## config.mk

```make
export PLATFORM = sky130hd
export DESIGN_NAME = pipe_ctrl
export DESIGN_NICKNAME = d
export VERILOG_FILES = /design/src/rtl/pipe_ctrl.sv
export SDC_FILE = /design/constraint.sdc
export NUM_CORES = 1
export LEC_CHECK = 0
export CORE_MARGIN = 2
export CORE_UTILIZATION = 34
export DETAILED_ROUTE_END_ITERATION = 7
export GPL_TIMING_DRIVEN = 0
export MAX_ROUTING_LAYER = met4
export PLACE_DENSITY = 0.92
export SETUP_SLACK_MARGIN = 0.2
export SLEW_MARGIN = 5
export SYNTH_ARGS = -nofsm -noshare
export SYNTH_HDL_FRONTEND = slang
export SYNTH_SLANG_ARGS = --single-unit
```

## constraint.sdc

```tcl
create_clock -name clk -period 1.8 [get_ports clk]
set_input_delay 0.18 -clock clk [delete_from_list [all_inputs] [get_ports clk]]
set_output_delay 0.18 -clock clk [all_outputs]
set_load 0.05 [all_outputs]
```

## src/rtl/pipe_ctrl.sv

```systemverilog
// Pipeline hazard controller: per-stage hold/scour flags, PC redirect, multi-cycle EX watchdog.
// Optional performance counters are built when PIPE_CTRL_PERF_CNT_EN is defined.
//
// state   | meaning
// RUN     | normal issue; resolves load-use, redirects and multi-cycle starts
// MC_WAIT | multi-cycle EX op in flight; front end held, watchdog counting
// FLUSH   | IF/ID scoured for the remaining redirect drain cycles
module pipe_ctrl #(
  parameter int unsigned FLUSH_CYCLES = 2,
  parameter int unsigned MC_TIMEOUT   = 64
) (
  input  logic        clk,
  input  logic        rst_n,
  input  logic        id_rs1_re_i,
  input  logic        id_rs2_re_i,
  input  logic [4:0]  id_rs1_addr_i,
  input  logic [4:0]  id_rs2_addr_i,
  input  logic        ex_is_load_i,
  input  logic        ex_reg_we_i,
  input  logic [4:0]  ex_reg_waddr_i,
  input  logic        ex_mc_start_i,
  input  logic        ex_mc_done_i,
  input  logic        ex_jump_req_i,
  input  logic [31:0] ex_jump_addr_i,
  input  logic        mem_stall_req_i,
  output logic        pc_hold_flag_o,
  output logic        if_hold_flag_o,
  output logic        ex_hold_flag_o,
  output logic        if_scour_flag_o,
  output logic        ex_scour_flag_o,
  output logic        jump_flag_o,
  output logic [31:0] jump_addr_o,
`ifdef PIPE_CTRL_PERF_CNT_EN
  output logic [31:0] stall_cnt_o,
  output logic [31:0] flush_cnt_o,
`endif
  output logic        mc_timeout_o
);

  typedef enum logic [1:0] {RUN, MC_WAIT, FLUSH} state_t;

  localparam logic [3:0] FLUSH_LOAD = 4'(FLUSH_CYCLES - 1);
  localparam logic [7:0] WD_LAST    = 8'(MC_TIMEOUT - 1);

  state_t      state, state_n;
  logic [3:0]  flush_cnt, flush_n;
  logic [7:0]  wd_cnt, wd_n, wd_inc;
  logic        load_use;
  logic        pc_hold, if_hold, ex_hold, if_scour, ex_scour, jump, timeout;
  logic [31:0] jaddr;

  assign load_use = ex_is_load_i & ex_reg_we_i & (ex_reg_waddr_i != 5'd0) &
                    ((id_rs1_re_i & (id_rs1_addr_i == ex_reg_waddr_i)) |
                     (id_rs2_re_i & (id_rs2_addr_i == ex_reg_waddr_i)));
  assign wd_inc = wd_cnt + 8'd1;

  always_comb begin
    pc_hold  = 1'b0;
    if_hold  = 1'b0;
    ex_hold  = 1'b0;
    if_scour = 1'b0;
    ex_scour = 1'b0;
    jump     = 1'b0;
    timeout  = 1'b0;
    jaddr    = 32'd0;
    state_n  = state;
    flush_n  = flush_cnt;
    wd_n     = wd_cnt;
    if (!rst_n) begin
      state_n = RUN;
    end else if (mem_stall_req_i) begin
      pc_hold = 1'b1;
      if_hold = 1'b1;
      ex_hold = 1'b1;
    end else begin
      case (state)
        RUN: begin
          if (ex_mc_start_i) begin
            pc_hold = 1'b1;
            if_hold = 1'b1;
            ex_hold = 1'b1;
            wd_n    = 8'd0;
            state_n = MC_WAIT;
          end else if (ex_jump_req_i) begin
            jump     = 1'b1;
            jaddr    = ex_jump_addr_i;
            if_scour = 1'b1;
            ex_scour = 1'b1;
            flush_n  = FLUSH_LOAD;
            state_n  = (FLUSH_LOAD != 4'd0) ? FLUSH : RUN;
          end else if (load_use) begin
            pc_hold  = 1'b1;
            if_hold  = 1'b1;
            ex_scour = 1'b1;
          end
        end
        MC_WAIT: begin
          if (ex_mc_done_i) begin
            state_n = RUN;
          end else begin
            pc_hold = 1'b1;
            if_hold = 1'b1;
            ex_hold = 1'b1;
            wd_n    = wd_inc;
            if (wd_inc == WD_LAST) begin
              timeout  = 1'b1;
              ex_scour = 1'b1;
              state_n  = RUN;
            end
          end
        end
        FLUSH: begin
          if_scour = 1'b1;
          if (ex_jump_req_i) begin
            jump     = 1'b1;
            jaddr    = ex_jump_addr_i;
            ex_scour = 1'b1;
            flush_n  = FLUSH_LOAD;
            state_n  = (FLUSH_LOAD != 4'd0) ? FLUSH : RUN;
          end else if (flush_cnt <= 4'd1) begin
            flush_n = 4'd0;
            state_n = RUN;
          end else begin
            flush_n = flush_cnt - 4'd1;
          end
        end
        default: state_n = RUN;
      endcase
    end
  end

  // A scoured register must not also hold, or the NOP would never load.
  assign pc_hold_flag_o  = pc_hold;
  assign if_hold_flag_o  = if_hold & ~if_scour;
  assign ex_hold_flag_o  = ex_hold & ~ex_scour;
  assign if_scour_flag_o = if_scour;
  assign ex_scour_flag_o = ex_scour;
  assign jump_flag_o     = jump;
  assign jump_addr_o     = jaddr;
  assign mc_timeout_o    = timeout;

  always_ff @(posedge clk) begin
    if (!rst_n) begin
      state     <= RUN;
      flush_cnt <= 4'd0;
      wd_cnt    <= 8'd0;
    end else begin
      state     <= state_n;
      flush_cnt <= flush_n;
      wd_cnt    <= wd_n;
    end
  end

`ifdef PIPE_CTRL_PERF_CNT_EN
  always_ff @(posedge clk) begin
    if (!rst_n) begin
      stall_cnt_o <= 32'd0;
      flush_cnt_o <= 32'd0;
    end else begin
      if (pc_hold_flag_o) stall_cnt_o <= stall_cnt_o + 32'd1;
      if (jump_flag_o)    flush_cnt_o <= flush_cnt_o + 32'd1;
    end
  end
`endif

endmodule

```

==> results.md <==
- H-tree depth: 1
- DIE WIDTH: 65.1 um
- Antenna-violating nets left: 0
- Post-synth EDFFs: 0
- Synth-to-Final Area Change: 157%
- Routability congestion estimate from global placement: approximately 0.87
- Post-synthesis async set-or-reset flop share: 0
- Total global-route track usage: 0.354
- Max Cap Violations: 0
- Slowest stage delay, CP: between 0.3 and 0.4 ns
- Core outline area: about 3600 sq um
- Post-route setup slack: -0.454 ns
- Clock transition at path regs: approximately 0.07 ns
- Fillers: between 100 and 150
- Wire length per cell after detailed routing: 26.3 um
- Synth warnings: 0
- Number of top-level pins: between 90 and 100
- Finish-stage setup viols: between 40 and 50
- Later-pin clock latency in the skew report: between 0.2 and 0.3 ns
- Buffer and inverter count on the worst path: 1
- Pin count of the biggest net entering global routing: 11
- Primary FF master, synth: dfxtp_1
- Reported leakage power: approximately 1.4 nW
- Number of buffers on the longest clock path: 2
- Number of nets in the layout: ~370
- Gr ovfl total: 0
- Maximum vdd ir drop: about 0.54 mV
- Final critical-path share of the clock period: 1.25
- Die Area: approximately 4200 sq um
- Biggest fanout along the worst timing path: 3
- Detailed placement HPWL: between 3 and 4 mm
- Diode insertion count for antenna repair: 0
- Final wirelength: ~9.4 mm
- DR vias: 2216
- First-pass GRT wire length: roughly 11 mm
- RSZ-0062 raised after global routing: yes
- Min Clock Period, post-route: approximately 2.3 ns
- Critical path's slowest cell: dfxtp_4
- Vias in the first global route: 1964
- Cell count after placement: between 300 and 400
- Family with the most delay on the worst path: simple AND/OR/NAND/NOR gates
- Fraction of layout instances using a drive strength above 1: 0.548
- Endpoint kind of the worst setup timing path: primary output
- Count of pins over their slew limit: 0
- Clock tree from TritonCTS: built
- Final cell count without fillers: about 360
- Overall Power: about 1.3 mW
- DIE HEIGHT: about 65 um
- Total number of placement rows: 22
- Mapped cell area: 1270 sq um
- CP arrival: approximately 2.1 ns
- Sequential cell area: around 290 sq um
- Final Util: 0.898
- Number of DRC violations after detailed-routing iteration 0: roughly 210
- Num CTS Buffers: 3
- Total nets after synthesis: between 200 and 250
- Final Hold Viols: 0
- Path class of the lowest-slack min-delay path: reg -> reg
- Final Hold Slack: between 0.5 and 0.6 ns
- Distinct cell type count of the synthesized netlist: 41
- Number of buffers inserted by port buffering: between 90 and 100
- Share of the yosys chip area belonging to registers: 0.221
- Failing checks: setup timing
- Crit path cell chain: ha_4, nand3_4, or3_4, nand4_1, o21ai_2, o31ai_4, buf_6
- Library cell occupying the most area in the post-synthesis netlist: dfxtp_1
- Classification of the worst setup path: reg -> out
- Per-instance average area after synthesis: about 7.4 sq um
- Worst slew slack as a fraction of its limit: 0.598
- Portion of synthesized cell area occupied by the leading cell type: 0.221
- Cells after Synth: 171
- Clock Skew: 0.00738 ns
- Req. time, crit path: between 1.5 and 2 ns
- Remaining design rule violation count: 0
- CTS Root Cell: clkbuf_8
- Cell types with the largest area share after synthesis: dfxtp_1 (22%), and2_1 (17%), xnor2_1 (8.3%)
- Actual slew at the worst max-slew pin: between 0.5 and 0.6 ns
- Number of optimization iterations in the first detailed-route pass: 5
- Synthesized flop and latch total: 14
- Highest attainable clock frequency: 444 MHz
- Power per cell area: about 400 nW/um^2
- Initial core utilization: 0.350
- CTS sink count: 14
- Status: complete, but fails checks
- Number of antenna violations at the first check in global routing: 0
- CP Launch Type: flip-flop
- Area of combinational cells with multiple inputs: roughly 1300 sq um
- DR vias/cell: 6.19
[kinds of logic (layout without fill, tap and decap cells)]
group / count (synthesis) / in the layout / synth area share
AO/OA/AOI/OAI: 34 / 34 / 0.174
adder cells (fa/ha/maj): 4 / 4 / 0.0394
buffers and inverters: 11 / 150 / 0.0424
XOR/XNOR: 14 / 14 / 0.0966
AND/OR/NAND/NOR: 94 / 94 / 0.427
flip-flops: 14 / 14 / 0.221
[metrics by stage]
stage                     cell area, sq um  setup WS (ns)  TNS [ns]
after detailed placement              2410          -1.08    -36.44
after floorplan                       1400        -0.0793    -0.125
final                                 3260         -0.454    -12.71
after global routing                  3260         -0.476    -14.14
after CTS                             2940         -0.355     -2.93
after global placement                2410          -1.04    -35.15
[cell usage after synthesis (5+ instances only)]
cell type   n
and2_1     34
dfxtp_1    14
nand2_1    13
nor2_1     12
xnor2_1    12
a21oi_1    10
o21ai_0     8
nor2b_1     6
nor3_1      6
clkbuf_1    5
nand4_1     5
[layout by cell type, fill, tap and decap left out, drive strengths merged, types with 3 or more instances in the layout]
cell type | netlist | final
a21boi | 3 | 3
a21oi | 10 | 10
and2 | 34 | 34
buf | 3 | 87
clkbuf | 5 | 7
clkdlybuf4s50 | 0 | 38
dfxtp | 14 | 14
dlygate4sd2 | 0 | 13
ha | 4 | 4
inv | 3 | 3
nand2 | 13 | 13
nand2b | 4 | 4
nand4 | 5 | 5
nor2 | 13 | 13
nor2b | 6 | 6
nor3 | 6 | 6
o21ai | 9 | 9
xnor2 | 12 | 12
[cell type report]
type | instances | share of cell area
timing repair buffer | 135 | 0.460
multi-input combinational | 146 | 0.385
sequential | 14 | 0.0898
buffer | 8 | 0.0269
tap | 48 | 0.0184
clock buffer | 4 | 0.0169
inverter | 3 | 0.00345
[report_power, final]
part / total, mW / switching [mW] / leakage, nW / internal, mW
sequential: 0.334 / 0.0150 / 0.117 / 0.319
combinational: 0.655 / 0.329 / 1.21 / 0.326
clock: 0.320 / 0.126 / 0.0288 / 0.194
[worst paths after layout]
| kind | end | start | slack [ns] | depth (start not counted) |
|---|---|---|---|---|
| max | ex_hold_flag_o | wd_cnt[0] | -0.45 | 7 |
| min | flush_cnt[1] | flush_cnt[1] | 0.52 | 2 |
| max reg2reg | state[0] | wd_cnt[0] | -0.17 | 8 |
| min reg2reg | flush_cnt[1] | flush_cnt[1] | 0.52 | 2 |
[metal layers]
| layer | wire (um) | track usage | up-vias |
|---|---|---|---|
| li1 | - | - | 871 |
| met1 | 3240 | 0.386 | 1002 |
| met2 | 4120 | 0.640 | 258 |
| met3 | 1240 | 0.0719 | 85 |
| met4 | 794 | 0.122 | 0 |
| met5 | 0 | - | - |
[state kept, by name (all words and copies together), names as in the netlist]
signal,count
flush_cnt,4
state,2
wd_cnt,8
[timing repair]
action,4_1_cts,5_1_grt
resized for setup,371,54
hold buffers,0,0
pin swaps,39,34
buffers inserted,22,16
endpoints found under the setup margin,41,50
cloned,2,0
[worst min-delay path: cells and delay by family, from the launching register on]
kind / cells / cell delay [ns]
compound gates: 1 / 0.05
flops: 1 / 0.32
simple gates: 1 / 0.10
Power figures use the tool's default switching activity.
==> RTL change (config.mk and constraints unchanged) <==
Re-encode `state_t` (3 states) as one-hot, 3 bits wide.
--- a/src/rtl/pipe_ctrl.sv
+++ b/src/rtl/pipe_ctrl.sv
@@ -38,5 +38,5 @@
 );
 
-  typedef enum logic [1:0] {RUN, MC_WAIT, FLUSH} state_t;
+  typedef enum logic [2:0] {RUN = 3'b001, MC_WAIT = 3'b010, FLUSH = 3'b100} state_t;
 
   localparam logic [3:0] FLUSH_LOAD = 4'(FLUSH_CYCLES - 1);
Check against the original RTL: same outputs for any inputs over 4 cycles, from zero or initial values and one cycle with rst_n low; so few cycles prove little.
==> RTL change against the original RTL <==
The flow still finishes with violations (negative setup slack); total power grew 2.3%; worst setup slack gained 0.051 ns; cell area grew 6.4%; sequential cell count grew 1; area after synthesis grew 8.6%; sequential share of layout area grew 0.25 points; clock skew shrank 0.0018 ns; non-clock buffer count shrank 9; wire length shrank 3.4%; synthesized cell count grew 11%; die area grew 8.0%; critical path depth is the same; largest power group unchanged.
==> RTL change: results (changes against the original RTL) <==
met3 WL=844 um (-32%); DR WL met2=4.39 mm (+6.5%); Post-synth top cells=and3_1 (36), nor2_1 (17), dfxtp_1 (15); Storage cell area=320 um2 (+9.4%); maximum net fanout on the critical path=5 (+2); Worst Setup EP=ex_scour_flag_o; Avg Inst Size Synth=7.30 um2 (-1.8%); pre-CTS setup slack=-0.884 ns (+0.198 ns); initial drt markers=197 (-7.9%); R2R Path End=state[0]; Mapped Nets=250 (+7.8%); Final setup viols=48 (+17%); PortBufs=94 (-1.1%); r2r worst-path depth=10 (+2); vias in the first global route=2022 (+3.0%); Hold WS=0.456 ns (-0.0684 ns); sequential area share after synthesis=0.218 (-0.00290); final setup TNS=-14.46 ns (-1.75 ns); Reg2Reg Setup Slack=-0.39 ns (-0.22 ns); failing checks=negative setup slack; Total GRT Usage=0.324 (-0.0294); M1 wire length=3.27 mm (+0.93%); Avg WL per Cell=24.8 um (-5.7%); first-pass GRT wire length=10.6 mm (-4.5%); Vias=2235 (+0.86%); Pint=855 uW (+1.8%); leakage=0.00145 uW (+7.0%); top cells by area, synth=dfxtp_1 (22%), and3_1 (16%), xnor2_1 (7.6%), nor2_1 (4.6%), o21ai_0 (4.4%); Design Power=1340 uW (+2.3%); sequential fraction of design power=0.269 (+0.014); initial antenna violation count=2 (+2); GR Util met1=0.330 (-0.0565); post-DP HPWL=4.22 mm (+22%); Cell variety after synth=43 (+4.9%); layout cells sized above 1=0.530 (-0.0182); nets@finish=377 (+1.3%); Top Registers=wd_cnt: 8 flops, flush_cnt: 4 flops, state: 3 flops; Hold Path Depth=4 (+2); Area after DPL=2650 um2 (+10%); grt met2 use=0.570 (-0.0706); Via density=6.09 (-1.6%); final worst slack=-0.402 ns (+0.0513 ns); clk_skew=0.00560 ns (-0.00178 ns); fillcell total=147 (+14%); status=finished, violations left; Hold Startpoint=ex_mc_start_i; Min-Delay Endpoint=state[1]; worst rel slew slack=0.653 (+0.0547)
==> RTL change: cell types whose count changed after synthesis, moves of 3 or more <==
cell	unedited run	this run
a21oi_1	10	3
clkbuf_1	5	12
nand2b_1	4	0
and2_1	34	3
nor2_1	12	17
nor3_1	6	3
nand4_1	5	2
and3_1	0	36
a21boi_0	2	7
o21ai_0	8	12
==> RTL change: logic make-up after synthesis <==
group,share of synthesized area
xor+xnor,0.0889
mux,0.00726
fa+ha+maj,0.0363
flops,0.218
simple gates,0.428
compound gates,0.174
buf+inv,0.0472
==> RTL change: layout make-up <==
cell class,count,share of cell area
multi-input combinational,158,0.426
clock buffer,3,0.0119
clock inverter,1,0.00144
inverter,4,0.00505
buffer,13,0.0321
timing repair buffer,121,0.412
antenna,2,0.00144
tap,50,0.0180
sequential,15,0.0923
==> RTL change: what timing repair did <==
item	CTS	global route
cloned	4	1
buffers inserted	15	8
hold endpoints to repair	0	0
pin swaps	17	35
gates resized for setup	352	68
endpoints found under the setup margin	52	53
